File: config.mk
export PLATFORM = sky130hd
export DESIGN_NAME = ctr_game_driver
export DESIGN_NICKNAME = d
export VERILOG_FILES = /design/src/rtl/ctr_game_driver.sv
export SDC_FILE = /design/constraint.sdc
export NUM_CORES = 1
export LEC_CHECK = 0
export ABC_AREA = 1
export CORE_ASPECT_RATIO = 0.6
export CORE_MARGIN = 1.5
export CORE_UTILIZATION = 25
export CTS_CLUSTER_DIAMETER = 200
export CTS_CLUSTER_SIZE = 16
export DETAILED_ROUTE_END_ITERATION = 7
export GPL_TIMING_DRIVEN = 1
export SLEW_MARGIN = 10
export SYNTH_ARGS = -nofsm -noshare
export SYNTH_HDL_FRONTEND = slang
export SYNTH_SLANG_ARGS = --single-unit
File: constraint.sdc
create_clock -name clock -period 3.74 [get_ports clock]
set_input_delay 0.374 -clock clock [delete_from_list [all_inputs] [get_ports clock]]
set_output_delay 0.374 -clock clock [all_outputs]
set_load 0.05 [all_outputs]
File: src/rtl/ctr_game_driver.sv
// Player-side driver for the 3-bit game counter: loads the seed, streams queued step
// commands into the counter, tallies its WINNER/LOSER pulses and cross-checks the verdict.
module ctr_game_driver #(
  parameter int unsigned COUNTER_SIZE = 3,
  parameter int unsigned FIFO_DEPTH   = 4,
  parameter logic [1:0]  IDLE_CTRL    = 2'b00,
  parameter int unsigned TALLY_MAX    = 15
) (
  input  logic                    clock,
  input  logic                    reset,
  input  logic                    start,
  input  logic [COUNTER_SIZE-1:0] seed,
  input  logic                    cmd_valid,
  input  logic [1:0]              cmd_data,
  output logic                    cmd_ready,
  output logic [1:0]              control,
  output logic                    init,
  output logic [COUNTER_SIZE-1:0] initial_value,
  input  logic                    winner,
  input  logic                    loser,
  input  logic                    gameover,
  input  logic [1:0]              who,
  output logic                    busy,
  output logic [3:0]              win_tally,
  output logic [3:0]              lose_tally,
  output logic                    result_valid,
  output logic [1:0]              result_who,
  output logic                    mismatch,
  output logic [7:0]              games_won,
  output logic [7:0]              games_lost
);

  localparam int unsigned PtrW     = $clog2(FIFO_DEPTH);
  localparam logic [3:0]  TallyMax = 4'(TALLY_MAX);
  localparam logic [3:0]  TallySat = 4'hF;
  localparam logic [7:0]  GamesSat = 8'hFF;

  typedef enum logic [1:0] {StIdle, StLoad, StRun, StReport} state_e;

  state_e state_q, state_d;

  // Command FIFO; pointers carry one extra bit to tell full from empty.
  logic [1:0]  fifo_mem_q [FIFO_DEPTH];
  logic [PtrW:0] wr_ptr_q, wr_ptr_d, rd_ptr_q, rd_ptr_d;
  logic          fifo_empty, fifo_full, push, pop;
  logic [1:0]    fifo_head;

  logic [COUNTER_SIZE-1:0] seed_q, seed_d;
  logic [COUNTER_SIZE-1:0] initial_value_q, initial_value_d;
  logic [1:0]              control_q, control_d;
  logic                    init_q, init_d;
  logic [3:0]              win_tally_q, win_tally_d, lose_tally_q, lose_tally_d;
  logic [1:0]              who_q, who_d;
  logic                    mismatch_q, mismatch_d;
  logic [7:0]              games_won_q, games_won_d, games_lost_q, games_lost_d;

  assign fifo_empty = (wr_ptr_q == rd_ptr_q);
  assign fifo_full  = (wr_ptr_q[PtrW] != rd_ptr_q[PtrW]) &&
                      (wr_ptr_q[PtrW-1:0] == rd_ptr_q[PtrW-1:0]);
  assign fifo_head  = fifo_mem_q[rd_ptr_q[PtrW-1:0]];
  assign cmd_ready  = !fifo_full && !reset;
  assign push       = cmd_valid && cmd_ready;
  assign pop        = (state_q == StRun) && !fifo_empty;

  always_comb begin
    wr_ptr_d = wr_ptr_q;
    rd_ptr_d = rd_ptr_q;
    if (push) wr_ptr_d = wr_ptr_q + (PtrW + 1)'(1);
    if (pop)  rd_ptr_d = rd_ptr_q + (PtrW + 1)'(1);
  end

  always_ff @(posedge clock) begin
    if (reset) begin
      wr_ptr_q <= '0;
      rd_ptr_q <= '0;
    end else begin
      wr_ptr_q <= wr_ptr_d;
      rd_ptr_q <= rd_ptr_d;
    end
  end

  always_ff @(posedge clock) begin
    if (push) fifo_mem_q[wr_ptr_q[PtrW-1:0]] <= cmd_data;
  end

  // FSM: state register
  always_ff @(posedge clock) begin
    if (reset) state_q <= StIdle;
    else       state_q <= state_d;
  end

  // FSM: next state
  always_comb begin
    state_d = state_q;
    unique case (state_q)
      StIdle:   if (start) state_d = StLoad;
      StLoad:   state_d = StRun;
      StRun:    if (gameover) state_d = StReport;
      StReport: state_d = StIdle;
      default:  state_d = StIdle;
    endcase
  end

  // FSM: outputs and datapath next values
  always_comb begin
    seed_d          = seed_q;
    init_d          = 1'b0;
    initial_value_d = initial_value_q;
    control_d       = IDLE_CTRL;
    win_tally_d     = win_tally_q;
    lose_tally_d    = lose_tally_q;
    who_d           = who_q;
    mismatch_d      = mismatch_q;
    games_won_d     = games_won_q;
    games_lost_d    = games_lost_q;

    unique case (state_q)
      StIdle: begin
        if (start) seed_d = seed;
      end
      StLoad: begin
        init_d          = 1'b1;
        initial_value_d = seed_q;
        win_tally_d     = '0;
        lose_tally_d    = '0;
      end
      StRun: begin
        if (pop) control_d = fifo_head;
        if (winner && win_tally_q != TallySat)  win_tally_d  = win_tally_q + 4'd1;
        if (loser && lose_tally_q != TallySat)  lose_tally_d = lose_tally_q + 4'd1;
        if (winner && loser) mismatch_d = 1'b1;
        if (gameover) who_d = who;
      end
      StReport: begin
        unique case (who_q)
          2'b10: begin
            if (games_won_q != GamesSat) games_won_d = games_won_q + 8'd1;
            if (win_tally_q != TallyMax) mismatch_d = 1'b1;
          end
          2'b01: begin
            if (games_lost_q != GamesSat) games_lost_d = games_lost_q + 8'd1;
            if (lose_tally_q != TallyMax) mismatch_d = 1'b1;
          end
          default: mismatch_d = 1'b1;
        endcase
      end
      default: ;
    endcase
  end

  always_ff @(posedge clock) begin
    if (reset) begin
      seed_q          <= '0;
      init_q          <= 1'b0;
      initial_value_q <= '0;
      control_q       <= IDLE_CTRL;
      win_tally_q     <= '0;
      lose_tally_q    <= '0;
      who_q           <= '0;
      mismatch_q      <= 1'b0;
      games_won_q     <= '0;
      games_lost_q    <= '0;
    end else begin
      seed_q          <= seed_d;
      init_q          <= init_d;
      initial_value_q <= initial_value_d;
      control_q       <= control_d;
      win_tally_q     <= win_tally_d;
      lose_tally_q    <= lose_tally_d;
      who_q           <= who_d;
      mismatch_q      <= mismatch_d;
      games_won_q     <= games_won_d;
      games_lost_q    <= games_lost_d;
    end
  end

  assign busy          = (state_q != StIdle);
  assign result_valid  = (state_q == StReport);
  assign result_who    = who_q;
  assign control       = control_q;
  assign init          = init_q;
  assign initial_value = initial_value_q;
  assign win_tally     = win_tally_q;
  assign lose_tally    = lose_tally_q;
  assign mismatch      = mismatch_q;
  assign games_won     = games_won_q;
  assign games_lost    = games_lost_q;

  // Both strobes are single-cycle by construction of the state sequence.
  a_init_pulse : assert property (@(posedge clock) init |=> !init);
  a_result_pulse : assert property (@(posedge clock) result_valid |=> !result_valid);

endmodule

==> Word level (Yosys, flattened, before mapping) <==
Memories as Yosys holds them, arrays and structs flattened. A register that Yosys moved wholly into a read port is not among the register bits.
Cells that the tools add are included.
{ "word_totals": {"ff_bits": 42, "mem_bits_rw": 8, "inputBits": 14, "output_inout_bits": 36, "wordCells": 78, "n_memories": 1} }
{ "mem_list": {"columns": ["memory", "words", "word_bits", "read_ports", "rd_ports_with_merged_regs", "wr", "line", "text"], "rows": [
  ["fifo_mem_q", 4, 2, 1, 1, 1, "43", "logic [1:0] fifo_mem_q [FIFO_DEPTH];"]
]} }
{ "op_classes": {"n_addsub": 6, "eq_ne": 19, "n_mux": 15, "n_bitwise": 2, "reduce_logical": 23} }
{ "ops": {"columns": ["op", "count"], "rows": [
  ["8-bit by 1-bit adder with 8-bit output (second input constant)", 2],
  ["8-bit != test (second input constant)", 2],
  ["4-bit one-hot mux with 2 select lines", 2],
  ["2-bit AND reduction", 5],
  ["4-bit by 1-bit adder with 4-bit output (second input constant)", 2],
  ["4-bit 2-to-1 mux", 2],
  ["4-bit != test (second input constant)", 2],
  ["2-bit one-hot mux with 4 select lines", 1],
  ["1-bit logical AND", 7],
  ["3-bit by 1-bit adder with 3-bit output (second input constant)", 2],
  ["2-bit == test (second input constant)", 3],
  ["1-bit 2-to-1 mux", 6],
  ["2-bit by 1-bit != test with 1-bit output (second input constant)", 3],
  ["3-bit != test (second input constant)", 2],
  ["3-bit AND reduction", 2],
  ["2-bit nonzero test", 3],
  ["2-bit by 1-bit == test with 1-bit output (second input constant)", 2],
  ["2-bit 2-to-1 mux", 2],
  ["2-bit != test (second input constant)", 2],
  ["1-bit one-hot mux with 2 select lines", 2],
  ["4-bit AND reduction", 1],
  ["3-bit == test", 1],
  ["1-bit logical NOT", 3],
  ["3-bit OR reduction", 1],
  ["other kinds (4)", 5]
]} }

==> Depth between registers and ports, before layout <==
{ "logic_depth": {"word_depth": 7, "depth_mapped": 10, "depth_no_buf": 10} }

==> Least setup slack after synthesis <==
No wires, ideal clock.
{ "synth_path": {"kind": "flip-flop to flip-flop", "start": "register games_won_q[0], in the netlist games_won[0]", "end": "register games_won_q[0], in the netlist games_won[0]", "setup_time_ps": 147, "arrival_time_ps": 1550, "required_ps": 3593, "path_slack_ps": 2043, "path_stages_with_launch": 9, "n_path_buf": 0, "period_less_slack_ps": 1697, "cell_sequence": "dfxtp_1 ha_1 nand2_1 nor2_2 nand2_2 nand2_4 inv_6 o21ai_1 a21oi_1"} }
{ "synth_between": {"elab_chain_len": 2, "word_cells_on_any_way": 3, "cone_classes": "1 x add/sub; 1 x eq/ne; 1 x reduce/logical"} }
{ "synth_lines": {"columns": ["item", "line", "text"], "rows": [
  ["from (decl)", "55", "logic [7:0] games_won_q, games_won_d, games_lost_q, games_lost_d;"],
  ["from (signal assigned)", "172", "games_won_q <= games_won_d;"],
  ["parallel branches: the longest is 2 deep, another holds 8-bit by 1-bit adder with 8-bit output", null, null]
]} }
Several ways; the timed one is not identified.
A chain may end at the register's enable or synchronous reset.

==> Final worst setup path <==
{ "layout_path": {"start": "register rd_ptr_q[1]", "end": "output cmd_ready"} }
{ "layout_between": {"elab_chain_len": 4} }
{ "layout_lines": {"columns": ["item", "line", "text"], "rows": [
  ["from (decl)", "44", "logic [PtrW:0] wr_ptr_q, wr_ptr_d, rd_ptr_q, rd_ptr_d;"],
  ["from (signal assigned)", "78", "rd_ptr_q <= rd_ptr_d;"],
  ["2-bit == test", "59", "(wr_ptr_q[PtrW-1:0] == rd_ptr_q[PtrW-1:0]);"],
  ["1-bit logical AND", "58", "assign fifo_full = (wr_ptr_q[PtrW] != rd_ptr_q[PtrW]) &&"],
  ["1-bit logical NOT", "61", "assign cmd_ready = !fifo_full && !reset;"],
  ["1-bit logical AND", "61", null],
  ["to (decl)", "15", "output logic cmd_ready,"]
]} }
Every way passes these cells.

==> results.md <==
- Vias per cell: 4.28
- Detailed Route WL: 5.88 mm
- Vias in the first global route: 2041
- Slew @ Worst Pin: 0.562 ns
- CTS tree: built
- GRT overflow: 0
- Sequential area share after synthesis: 0.430
- Max Fclk: 424 MHz
- Critical Path Slowest Stage Cell: clkdlybuf4s50_1
- TritonCTS Buffers: 5
- Crit-path max cell delay: 0.78 ns
- Run status: complete, no violations
- Top-level I/O count: 50
- CP Max Fanout: 6
- Worst Path Buf+Inv: 3
- Fin crit period: 2.36 ns
- Htree depth: 2
- Initial Util: 0.260
- Fill cells: 1089
- Flop2flop setup slack: 2.01 ns
- Final setup TNS: 0 ns
- Area grow syn2layout: 29.6%
- TritonRoute pass-1 iters: 4
- Yosys reg bits: 52
- Post_cts resized: 0
- Setup Skew: 0.00748 ns
- # hold bufs at CTS: 0
- Post-route ant nets: 0
- Clk root buf: clkbuf_16
- EDFF count, synth: 8
- Crit-path leading delay family: buffers and inverters
- Max transition margin: 0.624
- Async S/R FF share, synth: 0
- Drt drc: 0
- Min-Delay Path Class: register to register
- Cells after Synth: 333
- Worst endpoint required time: 3.37 ns
- # diodes: 0
- Final setup viols: 0
- Row cnt: 28
- CTS clk-pin slew, worst paths: 0.07 ns
- Die area: 11100 µm²
- Most Frequent Cell on Critical Path: nand2_1
- DRT iter0 DRCs: 104
- Cell area after synthesis: 2610 µm²
- Share of layout cells above drive strength 1: 0.0909
- Core area: 10000 µm²
- Buffers on Ports: 49
- PwrDens: 479 nW/µm²
- Storage cell area: 1120 µm²
- Clk buf depth: 2
- DIE HEIGHT: 82.1 µm
- DP HPWL: 4.51 mm
- Clk Latency, worst-skew pair: 0.29 ns
- Initial antenna violation count: 0
- Final net count: 414
- Via count: 2225
- Synth Flop Type: dfxtp_1
- Largest net degree at the start of global routing: 32
- Multi-input gate area in the final layout: 1300 µm²
- Clock sink count: 52
- Routability cong.: 0.745
- RSZ-0062 raised after global routing: no
- CP Launch Type: register
- First-pass GRT wire length: 9.80 mm
- Routed wire length per instance: 11.3 µm
- Yosys warns: 0
- Critical path type: register to output port
- Unique masters post-synth: 33
- Worst hold margin: 0.472 ns
- Crit-path cells: inv_1 -> nand2_1 -> nand2_1 -> nand3_2 -> nand2_1 -> inv_1 -> clkdlybuf4s50_1
- Pleak: 1.33 nW
- Slew Limit Fails: 0
- Peak supply drop: 240 µV
- Arrival time at the worst endpoint: 1.98 ns
- Final hold violations: 0
- Max Cap Viol: 0
- Crit end category: output port
- Setup Buffers After CTS: 0
- Syn nets: 362
- Total track usage: 0.112
- Post-route clock period utilization: 0.631
- Mapped Avg Cell Area: 7.84 µm²
- DIE WIDTH: 135 µm
==> cells in the final DEF (no fill, tap or decap) <==
cell,Yosys,routed
nor2_2,4,4
xor2_1,6,6
inv_1,36,36
nand2_2,5,5
nand2_4,3,3
inv_6,1,1
nand3_4,1,1
xnor2_1,1,1
buf_4,2,2
clkbuf_16,0,5
nand4_1,3,3
clkdlybuf4s50_1,0,49
or2_1,3,3
nor3_1,3,3
or2_2,1,1
inv_4,1,1
edfxtp_1,8,8
nor2_1,48,48
o21a_1,1,1
clkinv_2,0,1
ha_1,15,15
clkinvlp_4,0,1
xnor2_2,1,1
nand2_1,67,67
a21oi_1,21,21
nor2_4,3,3
nand3b_1,1,1
o22ai_1,2,2
nand3_2,5,5
nand3_1,18,18
dfxtp_1,44,44
o21ai_1,4,4
a21oi_2,1,1
o21ai_0,20,20
==> per-layer routing <==
metal | wire (µm) | GRT usage | up-vias
li1 | - | - | 1173
met1 | 3120 | 0.155 | 1003
met2 | 2500 | 0.174 | 45
met3 | 208 | 0.0293 | 4
met4 | 51 | 0.0290 | 0
met5 | 0 | 0 | -
==> registers in the layout, summed over array words and instances, names as in the netlist <==
signal,flops
win_tally,4
wr_ptr_q,3
lose_tally,4
mismatch,1
control,2
seed_q,3
initial_value,3
state_q,2
games_lost,8
rd_ptr_q,3
games_won,8
result_who,2
fifo_mem_q,8
init,1
==> layout make-up <==
cell class / instances / share of cell area
Clock buffer: 5 / 0.0370
Sequential cell: 52 / 0.331
Multi-Input combinational cell: 237 / 0.384
Clock inverter: 2 / 0.00370
Timing Repair Buffer: 51 / 0.149
Tap cell: 135 / 0.0499
Inverter: 38 / 0.0444
==> logic make-up after synthesis <==
kind of cell    share of synthesized area
xor+xnor                           0.0297
fa+ha+maj                          0.0719
compound gates                     0.0973
buf+inv                            0.0729
flops                               0.430
simple gates                        0.299
==> where the power goes <==
group	switching, mW	leakage [nW]	internal (mW)
combinational	0.336	0.837	0.169
sequential	0.0502	0.430	0.625
clock	0.196	0.0657	0.243
==> stage by stage <==
step                      setup slack [ns]  total power [mW]  utilization  cell area [µm²]  cells
after floorplan                       2.04              1.04            -             2610    333
after global placement                1.40              1.19        0.324             3240    513
after detailed placement              1.42              1.20        0.324             3240    513
after CTS                             1.37              1.64        0.338             3380    520
after global routing                  1.22              1.73        0.338             3380    520
final                                 1.38              1.62        0.338             3380    520
==> cells in the mapped netlist, drive strengths merged (3+ instances only) <==
cell,count,area (µm²)
inv,38,150
nor3,3,15.0
nand2,75,317
nand3,24,158
nand4,3,18.8
o21ai,24,120
buf,5,36.3
a21oi,22,114
nor2,55,239
dfxtp,44,881
edfxtp,8,240
or2,4,25.0
xor2,6,52.6
ha,15,188
==> worst min-delay path: stages, from the launching register on <==
cell     delay, ns
dfxtp_1       0.32
inv_1         0.05
a21oi_1       0.06
==> final timing paths <==
kind / from / endpoint / cells after the start
hold / removal: mismatch$_SDFFE_PP0P_ / mismatch$_SDFFE_PP0P_ / 2
hold reg to reg: mismatch$_SDFFE_PP0P_ / mismatch$_SDFFE_PP0P_ / 2
setup reg to reg: state_q[0]$_SDFFE_PP0P_ / win_tally[3]$_SDFFE_PP0P_ / 8
setup / recovery: rd_ptr_q[1]$_SDFFE_PP0P_ / cmd_ready / 7
(Power assumes the default switching activity.)
==> RTL change (config.mk and constraints unchanged) <==
The 4 states of `state_e` get a one-hot encoding in 4 bits.
--- a/src/rtl/ctr_game_driver.sv
+++ b/src/rtl/ctr_game_driver.sv
@@ -37,3 +37,3 @@
 
-  typedef enum logic [1:0] {StIdle, StLoad, StRun, StReport} state_e;
+  typedef enum logic [3:0] {StIdle = 4'b0001, StLoad = 4'b0010, StRun = 4'b0100, StReport = 4'b1000} state_e;
 
Check against the original RTL: no difference found for any inputs over 10 cycles, from zero or initial values and one cycle with reset high; not proved beyond that.
==> RTL change against the unedited design <==
- wire length rose by 11%
- via count increased by 8.2%
- final cell count increased by 6.9%
- synthesized cell count increased by 9.6%
- sequential cell count rose by 2
- area after synthesis up 2.6%
- critical path depth is 2 lower
- setup slack lost 0.14 ns
- cell area grew 2.4%
- clock skew fell by 0.00063 ns
Power is not compared: it rests on default switching activity, and its combinational part moved more than twofold at a synthesized area within 25%.
==> RTL change: results (changes against the unedited design) <==
The count of fill cells added during filler insertion is 1084 (was 1089), and the peak per-stage delay on the critical path is 0.73 ns (was 0.78 ns). Top cells by area in the synthesized netlist: dfxtp_1 (34%), nand2_1 (13%), edfxtp_1 (9.0%) (was dfxtp_1 (34%), nand2_1 (9.6%), edfxtp_1 (9.2%)). The placer's final routability congestion estimate was 0.755 (was 0.745); the proportion of final cell area spent on non-clock buffers was 0.145 (was 0.149).

The final routed wire length divided by cell count works out to 11.7 µm (was 11.3 µm). For the number of sinks on the clock net, the log shows 54 (was 52). The largest fanout of any net on the critical path is 5 (was 6).

The tools report the clock skew after layout as 0.00685 ns (was 0.00748 ns). Number of global-route vias before repair: 2167 (was 2041). The number of cells on the worst reg-to-reg path works out to 9 (was 8). The logs give 0.433 (was 0.430) for the proportion of synthesized chip area in sequential cells and 1160 µm² (was 1120 µm²) for the area of all sequential standard cells. The run finished with clean final reports. The per-cell via count in the routed design is 4.33 (was 4.28).

The maximum number of pins on one net before global-route repair was 24 (was 32); the number of multi-input combinational cells was 264 (was 237). The detailed-router iteration count before antenna repair is 5 (was 4), and the number of clock buffers in the layout is 6 (was 5). The tools report the minimum setup slack among reg-to-reg paths as 1.89 ns (was 2.01 ns). The run gives 4.75 mm (was 4.51 mm) as the half-perimeter wire length of the detailed placement result.

The number of unique standard cell types used by synthesis is 29 (was 33). The run gives 0.472 ns (about the same) as the worst hold slack across all endpoints. The data arrival at the endpoint of the critical path is 2.12 ns (was 1.98 ns), and the area fraction of clock buffers and clock inverters is 0.0412 (was 0.0407).

Commonest cells in the synthesized netlist: nand2_1 (91), nor2_1 (59), dfxtp_1 (46), inv_1 (37), nand3_1 (29) (was nand2_1 (67), nor2_1 (48), dfxtp_1 (44), inv_1 (36), a21oi_1 (21)). The synthesized net count came out at 388 (was 362).
[RTL change: changes by cell type after synthesis, sizes merged, moves of 4 or more]
cell	before	now
or2	4	0
nand3	24	30
nand3b	1	8
ha	15	9
o21ai	24	14
nand2	75	94
nor2	55	63
a22oi	0	4
[RTL change: routing by layer]
metal / up-vias / wire, µm / global-route usage / part of all wire
li1: 1269 / - / - / -
met1: 1086 / 3680 / 0.186 / 0.56
met2: 48 / 2500 / 0.164 / 0.38
met3: 5 / 278 / 0.0311 / 0.043
met4: 0 / 64 / 0.0319 / 0.0098
met5: - / 0 / 0 / 0
[RTL change: worst min-delay path: cells and delay by family, from the launching register on]
kind            cells  cell delay (ns)
compound gates      1             0.05
flops               1             0.31
simple gates        1             0.06
[RTL change: final timing paths]
kind,start,endpoint
max,state_q[2],busy
min,seed_q[0],seed_q[0]
max reg2reg,state_q[2],lose_tally[3]
min reg2reg,seed_q[0],seed_q[0]
[RTL change: kinds of logic after synthesis]
logic type	share of synthesized area
flops	0.433
xor+xnor	0.0327
simple gates	0.332
compound gates	0.0901
buf+inv	0.0696
fa+ha+maj	0.0420
[RTL change: through the flow]
| stage | utilization | total power [mW] | instance area (µm²) | std cells | setup WS, ns |
|---|---|---|---|---|---|
| floorplan | - | 0.702 | 2680 | 365 | 1.98 |
| global placement | 0.317 | 0.749 | 3320 | 548 | 1.60 |
| detailed placement | 0.317 | 0.751 | 3320 | 548 | 1.60 |
| CTS | 0.330 | 1.22 | 3460 | 556 | 1.26 |
| global route | 0.330 | 1.26 | 3460 | 556 | 1.02 |
| finish | 0.330 | 1.21 | 3460 | 556 | 1.24 |
